$ cat src/rtl/alu_issue_ctrl.sv
// Two-stage issue/capture controller in front of the external 3-bit-op ALU.
// S1 holds the decoded op and operands driving the ALU; S2 captures the result for writeback.
module alu_issue_ctrl #(
  parameter int unsigned W    = 32,
  parameter int unsigned RD_W = 5
) (
  input  logic            clk,
  input  logic            rst,
  input  logic            flush,
  input  logic            in_valid,
  output logic            in_ready,
  input  logic [1:0]      in_aluop,
  input  logic [5:0]      in_funct,
  input  logic [W-1:0]    in_a,
  input  logic [W-1:0]    in_b,
  input  logic [RD_W-1:0] in_rd,
  output logic [2:0]      alu_op,
  output logic [W-1:0]    alu_data1,
  output logic [W-1:0]    alu_data2,
  input  logic [W-1:0]    alu_result,
  output logic            out_valid,
  input  logic            out_ready,
  output logic [W-1:0]    out_result,
  output logic [RD_W-1:0] out_rd,
  output logic            out_zero,
  output logic            out_illegal
);

  logic            s1_valid_q;
  logic [RD_W-1:0] s1_rd_q;
  logic            s1_illegal_q;
  logic            s2_adv;
  logic            s1_adv;
  logic            accept;
  logic [2:0]      dec_op;
  logic            dec_illegal;
  logic [W-1:0]    res_cap;

  assign s2_adv   = ~out_valid | out_ready;
  assign s1_adv   = ~s1_valid_q | s2_adv;
  assign in_ready = s1_adv;
  assign accept   = in_valid & in_ready;

  // Illegal ops steer the ALU to 011 and also force the captured result to zero.
  assign res_cap = s1_illegal_q ? '0 : alu_result;

  always_comb begin
    dec_op      = 3'b011;
    dec_illegal = 1'b1;
    case (in_aluop)
      2'b00: begin
        dec_op      = 3'b010;
        dec_illegal = 1'b0;
      end
      2'b01: begin
        dec_op      = 3'b110;
        dec_illegal = 1'b0;
      end
      2'b10: begin
        dec_illegal = 1'b0;
        case (in_funct)
          6'b100000: dec_op = 3'b010;
          6'b100010: dec_op = 3'b110;
          6'b100100: dec_op = 3'b000;
          6'b100101: dec_op = 3'b001;
          6'b101010: dec_op = 3'b111;
          default: begin
            dec_op      = 3'b011;
            dec_illegal = 1'b1;
          end
        endcase
      end
      default: begin
        dec_op      = 3'b011;
        dec_illegal = 1'b1;
      end
    endcase
  end

  always_ff @(posedge clk) begin
    if (rst) begin
      s1_valid_q   <= 1'b0;
      s1_rd_q      <= '0;
      s1_illegal_q <= 1'b0;
      alu_op       <= 3'b000;
      alu_data1    <= '0;
      alu_data2    <= '0;
      out_valid    <= 1'b0;
      out_result   <= '0;
      out_rd       <= '0;
      out_zero     <= 1'b0;
      out_illegal  <= 1'b0;
    end else if (flush) begin
      // Kill valids only; payload registers keep their contents.
      s1_valid_q <= 1'b0;
      out_valid  <= 1'b0;
    end else begin
      if (accept) begin
        s1_valid_q   <= 1'b1;
        s1_rd_q      <= in_rd;
        s1_illegal_q <= dec_illegal;
        alu_op       <= dec_op;
        alu_data1    <= in_a;
        alu_data2    <= in_b;
      end else if (s2_adv) begin
        s1_valid_q <= 1'b0;
      end

      if (s1_valid_q && s2_adv) begin
        out_valid   <= 1'b1;
        out_result  <= res_cap;
        out_rd      <= s1_rd_q;
        out_zero    <= (res_cap == '0);
        out_illegal <= s1_illegal_q;
      end else if (out_ready) begin
        out_valid <= 1'b0;
      end
    end
  end

endmodule
$ cat config.mk
export PLATFORM = sky130hd
export DESIGN_NAME = alu_issue_ctrl
export DESIGN_NICKNAME = d
export VERILOG_FILES = /design/src/rtl/alu_issue_ctrl.sv
export SDC_FILE = /design/constraint.sdc
export NUM_CORES = 1
export LEC_CHECK = 0
export CAP_MARGIN = 20
export CORE_MARGIN = 5
export CORE_UTILIZATION = 55
export CTS_CLUSTER_SIZE = 30
export DETAILED_ROUTE_END_ITERATION = 16
export DONT_BUFFER_PORTS = 1
export GPL_ROUTABILITY_DRIVEN = 0
export PLACE_DENSITY = 0.7
export SETUP_SLACK_MARGIN = 0.1
export SLEW_MARGIN = 15
export SYNTH_ARGS = -nofsm -noshare
export SYNTH_HDL_FRONTEND = slang
export SYNTH_SLANG_ARGS = --single-unit
export TNS_END_PERCENT = 100
$ cat constraint.sdc
create_clock -name clk -period 1.95 [get_ports clk]
set_input_delay 0.585 -clock clk [delete_from_list [all_inputs] [get_ports clk]]
set_output_delay 0.585 -clock clk [all_outputs]
set_load 0.03 [all_outputs]
# Yosys cells after proc, flatten, opt, wreduce, memory -nomap -nowiden
# Cells that the tools add are included.
# totals
n_memories,0
regBits,114
latch_bits,0
in_bits,114
romBits,0
out_inout_bits,108
ramBits,0
# classes
n_mux,9
div,0
mul,0
bitwise,6
addsub,0
n_lt_le_gt_ge,0
n_shift,0
n_reduce_logical,10
n_eq_ne,7
# ops
operator,n
$logic_not A32 Y1,1
$mux W32,1
$eq A6 B6 Y1 const B,5
$pmux W3 S5,1
$pmux W3 S3,1
$mux W1,5
$reduce_or A5 Y1,1
$reduce_and A2 Y1,2
$reduce_bool A2 Y1,2
$reduce_or A2 Y1,2
$not A1 Y1,3
$eq A2 B1 Y1 const B,1
$eq A2 B2 Y1 const B,1
$logic_not A2 Y1,1
$or A1 B1 Y1,2
$pmux W1 S2,1
$and A1 B1 Y1,1
$logic_and A1 B1 Y1,1

# Logic depth before layout (Yosys ltp)
# Gate-level depths: netlist of run 1.
# logic_depth
ltp_word,5
mapped_depth,7

# Least setup slack after synthesis of run 1
# Ideal clock, no wire load.
# synth_path
kind,input-to-reg
start,input out_ready
end,register alu_data1[10]
n_path_buf,2
slack_ps,314
arrival_time_ps,1566
stages,7
cell_sequence,and3b_1 inv_2 nand3b_1 buf_2 buf_2 nand2_1 a21oi_1
# synth_between
elab_chain_len,4
# synth_rtl
item,line,rtl
"start, declared",22,"input logic out_ready,"
$or A1 B1 Y1,39,assign s2_adv = ~out_valid | out_ready;
$or A1 B1 Y1,40,assign s1_adv = ~s1_valid_q | s2_adv;
net in_ready,11,"output logic in_ready,"
$and A1 B1 Y1,42,assign accept = in_valid & in_ready;
$reduce_and A2 Y1 (no source line),--,
"end signal, assigned",103,alu_data1 <= in_a;
"end, declared",18,"output logic [W-1:0] alu_data1,"
# The timed path passes the listed nets, and every way through them passes these cells.
# A chain may end at the register's enable or synchronous reset.

# Worst setup path in the final report of run 1
# layout_path
start,register s1_valid_q
end,output in_ready
# layout_between
elab_chain_len,2
# layout_rtl
item,line,rtl
"start, declared",29,logic s1_valid_q;
"start signal, assigned",82,s1_valid_q <= 1'b0;
"start signal, assigned",95,s1_valid_q <= 1'b0;
"start signal, assigned",99,s1_valid_q <= 1'b1;
$not A1 Y1,40,
$or A1 B1 Y1,40,
"end, declared",11,
# No other way between the ends.

==> results of run 1 <==
[cell type report]
type / instances / area share
flip-flops and latches: 114 / 0.462
multi-input cells: 364 / 0.354
clock buffers: 19 / 0.0853
repair buffers: 15 / 0.0362
clock inverters: 13 / 0.0357
well taps: 99 / 0.0251
inverters: 2 / 0.00152
[metal layers]
layer,up-vias,global-route usage,part of all wire
li1,1721,-,-
met1,1547,0.249,0.38
met2,174,0.352,0.48
met3,15,0.131,0.13
met4,0,0.0735,0.014
met5,-,0,0
[flip-flops by register name, summed over array words and instances (netlist names)]
| signal | count |
|---|---|
| out_valid | 1 |
| out_rd | 5 |
| out_illegal | 1 |
| s1_rd_q | 5 |
| s1_valid_q | 1 |
| alu_op | 3 |
| alu_data1 | 32 |
| alu_data2 | 32 |
| out_result | 32 |
| out_zero | 1 |
| s1_illegal_q | 1 |
[cell families after synthesis]
| family | after synthesis | share of synthesized area |
|---|---|---|
| simple gates | 249 | 0.271 |
| compound gates | 114 | 0.140 |
| flops | 114 | 0.543 |
| buf+inv | 42 | 0.0435 |
| mux | 1 | 0.00238 |
[final timing paths]
| kind | from | end | depth (start not counted) |
|---|---|---|---|
| worst max-delay path | s1_valid_q | in_ready | 3 |
| worst min-delay path | rst | alu_data1[11] | 1 |
| worst max register to register | s1_valid_q | alu_data1[12] | 7 |
| worst min register to register | s1_rd_q[4] | s1_rd_q[4] | 2 |
[power groups by stage]
stage          clock, mW  combinational, mW  sequential (mW)
2_1_floorplan          0              0.205             2.66
3_3_place_gp           0              0.214             2.68
3_5_place_dp           0              0.223             2.68
4_1_cts             3.12              0.224             2.64
5_1_grt             3.26              0.254             2.64
6_report            3.07              0.223             2.63
[worst reg2reg max path: cells and delay by family (launching register included)]
kind,cells,cell delay [ns]
buffers and inverters,3,0.56
DFF,1,0.33
AOI/OAI and AO/OA,1,0.14
and+or+nand+nor,3,0.62
[per-stage QoR]
| step | hold slack, ns | instance area, sq um | power, mW | setup WS (ns) | instances |
|---|---|---|---|---|---|
| CTS | 0.138 | 4920 | 5.98 | 0.110 | 624 |
| detailed placement | 0.441 | 4310 | 2.91 | 0.205 | 591 |
| global route | 0.118 | 4940 | 6.16 | 0.0871 | 626 |
| global placement | 0.433 | 4310 | 2.90 | 0.268 | 591 |
| floorplan | 0.432 | 4200 | 2.87 | 0.314 | 520 |
| finish | 0.160 | 4940 | 5.92 | 0.152 | 626 |
[layout by cell type (no fill, tap or decap), drive strengths merged, types with 2 or more instances in the layout]
cell type  count
dfxtp        114
nor2b          2
a211o          2
nand2        186
nor2           6
nor3           4
and4           2
a21oi        108
buf           15
nand3b        34
nor3b          4
clkinv         5
bufinv         3
nor4           8
clkbuf        19
inv            6
[what timing repair did]
action | 4_1_cts | 5_1_grt
gates resized for setup | 3 | 1
setup buffers | 1 | 2
hold buffers | 0 | 0
pin swaps | 1 | 1
setup endpoints to repair | 1 | 1
==> flow_summary.json, run 1 <==
{
  "setup_tns_ns": 0,
  "finClkSkew_ns": 0.0113,
  "grt_antenna_before_repair": 0,
  "cp-start-kind": "register",
  "drv_slew": 0,
  "yosys-top-cells-area": "dfxtp_1 54%, nand2_1 17%, a21oi_1 13%",
  "overflow": 0,
  "combPwrFrac": 0.038,
  "timing.final.crit_share": 0.922,
  "yosysWarnings": 0,
  "die_h_um": 97.4,
  "p_switching_mw": 1.43,
  "syn_to_final_growth_pct": 17.6,
  "post-synth-top-area-fraction": 0.543,
  "outcome": "completed",
  "hpwl_um": 7440,
  "numCtsBuffers": 17,
  "internal_power_mw": 4.49,
  "avgViaCountPerCell": 5.52,
  "core_area_sq_um": 7330,
  "dieArea_sq_um": 9490,
  "pin_count": 222,
  "num-nets-final": 628,
  "num_rows": 31,
  "synth.cell_area_sq_um": 4200,
  "final_util": 0.674,
  "die_w_um": 97.4,
  "path_buf_inv": 2,
  "clk_pin_slew_worst_paths_ns": 0.06,
  "yosysMostFrequentCell": "nand2_1",
  "cp_slowest_cell": "dfxtp_2",
  "netlist_top_cells_count": "186 x nand2_1, 114 x dfxtp_1, 108 x a21oi_1",
  "io_buffers": 0,
  "p_leak_nw": 1.73,
  "seq_area_sq_um": 2280,
  "critPathKind": "reg -> out",
  "syn_area_per_cell_sq_um": 8.08,
  "syn_nets": 634,
  "seqPwrFrac": 0.445,
  "drc": 0,
  "cp_max_fo": 3,
  "synth_async_sr_flop_share": 0,
  "grt_max_degree": 115,
  "p_sw_frac": 0.242,
  "n_fill_cell": 637,
  "synth-edff-count": 0,
  "drv_cap": 0,
  "synthCells": 520,
  "finalSetupViolCount": 0,
  "diodes": 0,
  "wl_per_cell_um": 17.2,
  "drtPass1Iterations": 4,
  "cts.sinks": 114,
  "ir_drop_mv": 0.554,
  "yosys.area.top_type": "dfxtp_1",
  "synth_cell_type_count": 24,
  "cp.arrival_ns": 1.21,
  "crit_path_max_incr_delay_ns": 0.33,
  "insertion_delay_ns": 0.49,
  "drt_iter0_markers": 166,
  "layout-drive-gt1-share": 0.0968,
  "clkPwrFrac": 0.518,
  "ff2ff_setup_slack_ns": 0.24,
  "ys_seq_area_frac": 0.543,
  "multi_input_area_sq_um": 1750,
  "cts_tree": "built",
  "min_period_ns": 1.80,
  "wl_um": 10800,
  "max_freq_ghz": 0.556,
  "p_per_area_nw_per_um2": 1200,
  "clock_path_buffers": 2,
  "cts-htree-levels": 4,
  "cts_root_buf": "clkbuf_8",
  "grt_pass1_vias": 3384,
  "antenna_left": 0,
  "vias": 3457,
  "grt_pass1_wl_um": 17400,
  "worstHoldPathType": "in -> reg",
  "ys.flop_type": "dfxtp_1",
  "hold_viol": 0,
  "start_util": 0.573,
  "required_ns": 1.36,
  "path_cells": "and3b_2, inv_2, buf_6",
  "worstSetupEndpointType": "output port",
  "relSlewSlack": 0.747,
  "cp_top_family": "flip-flops",
  "worstMarginPinSlew_ns": 0.379,
  "grt_usage": 0.222,
  "ys_ff_latch": 114,
  "grt_setup_unrepaired": "true"
}
No activity file was read; power rests on OpenSTA's default activity.
==> inputs of run 2 (changes only) <==
--- a/config.mk
+++ b/config.mk
@@ -14,8 +14,7 @@
 export GPL_ROUTABILITY_DRIVEN = 0
 export PLACE_DENSITY = 0.7
 export SETUP_SLACK_MARGIN = 0.1
-export SLEW_MARGIN = 15
 export SYNTH_ARGS = -nofsm -noshare
 export SYNTH_HDL_FRONTEND = slang
 export SYNTH_SLANG_ARGS = --single-unit
-export TNS_END_PERCENT = 100
+export TNS_END_PERCENT = 5
==> results of run 2 <==
The final DEF is identical to that of run 1; final timing and power are the same.
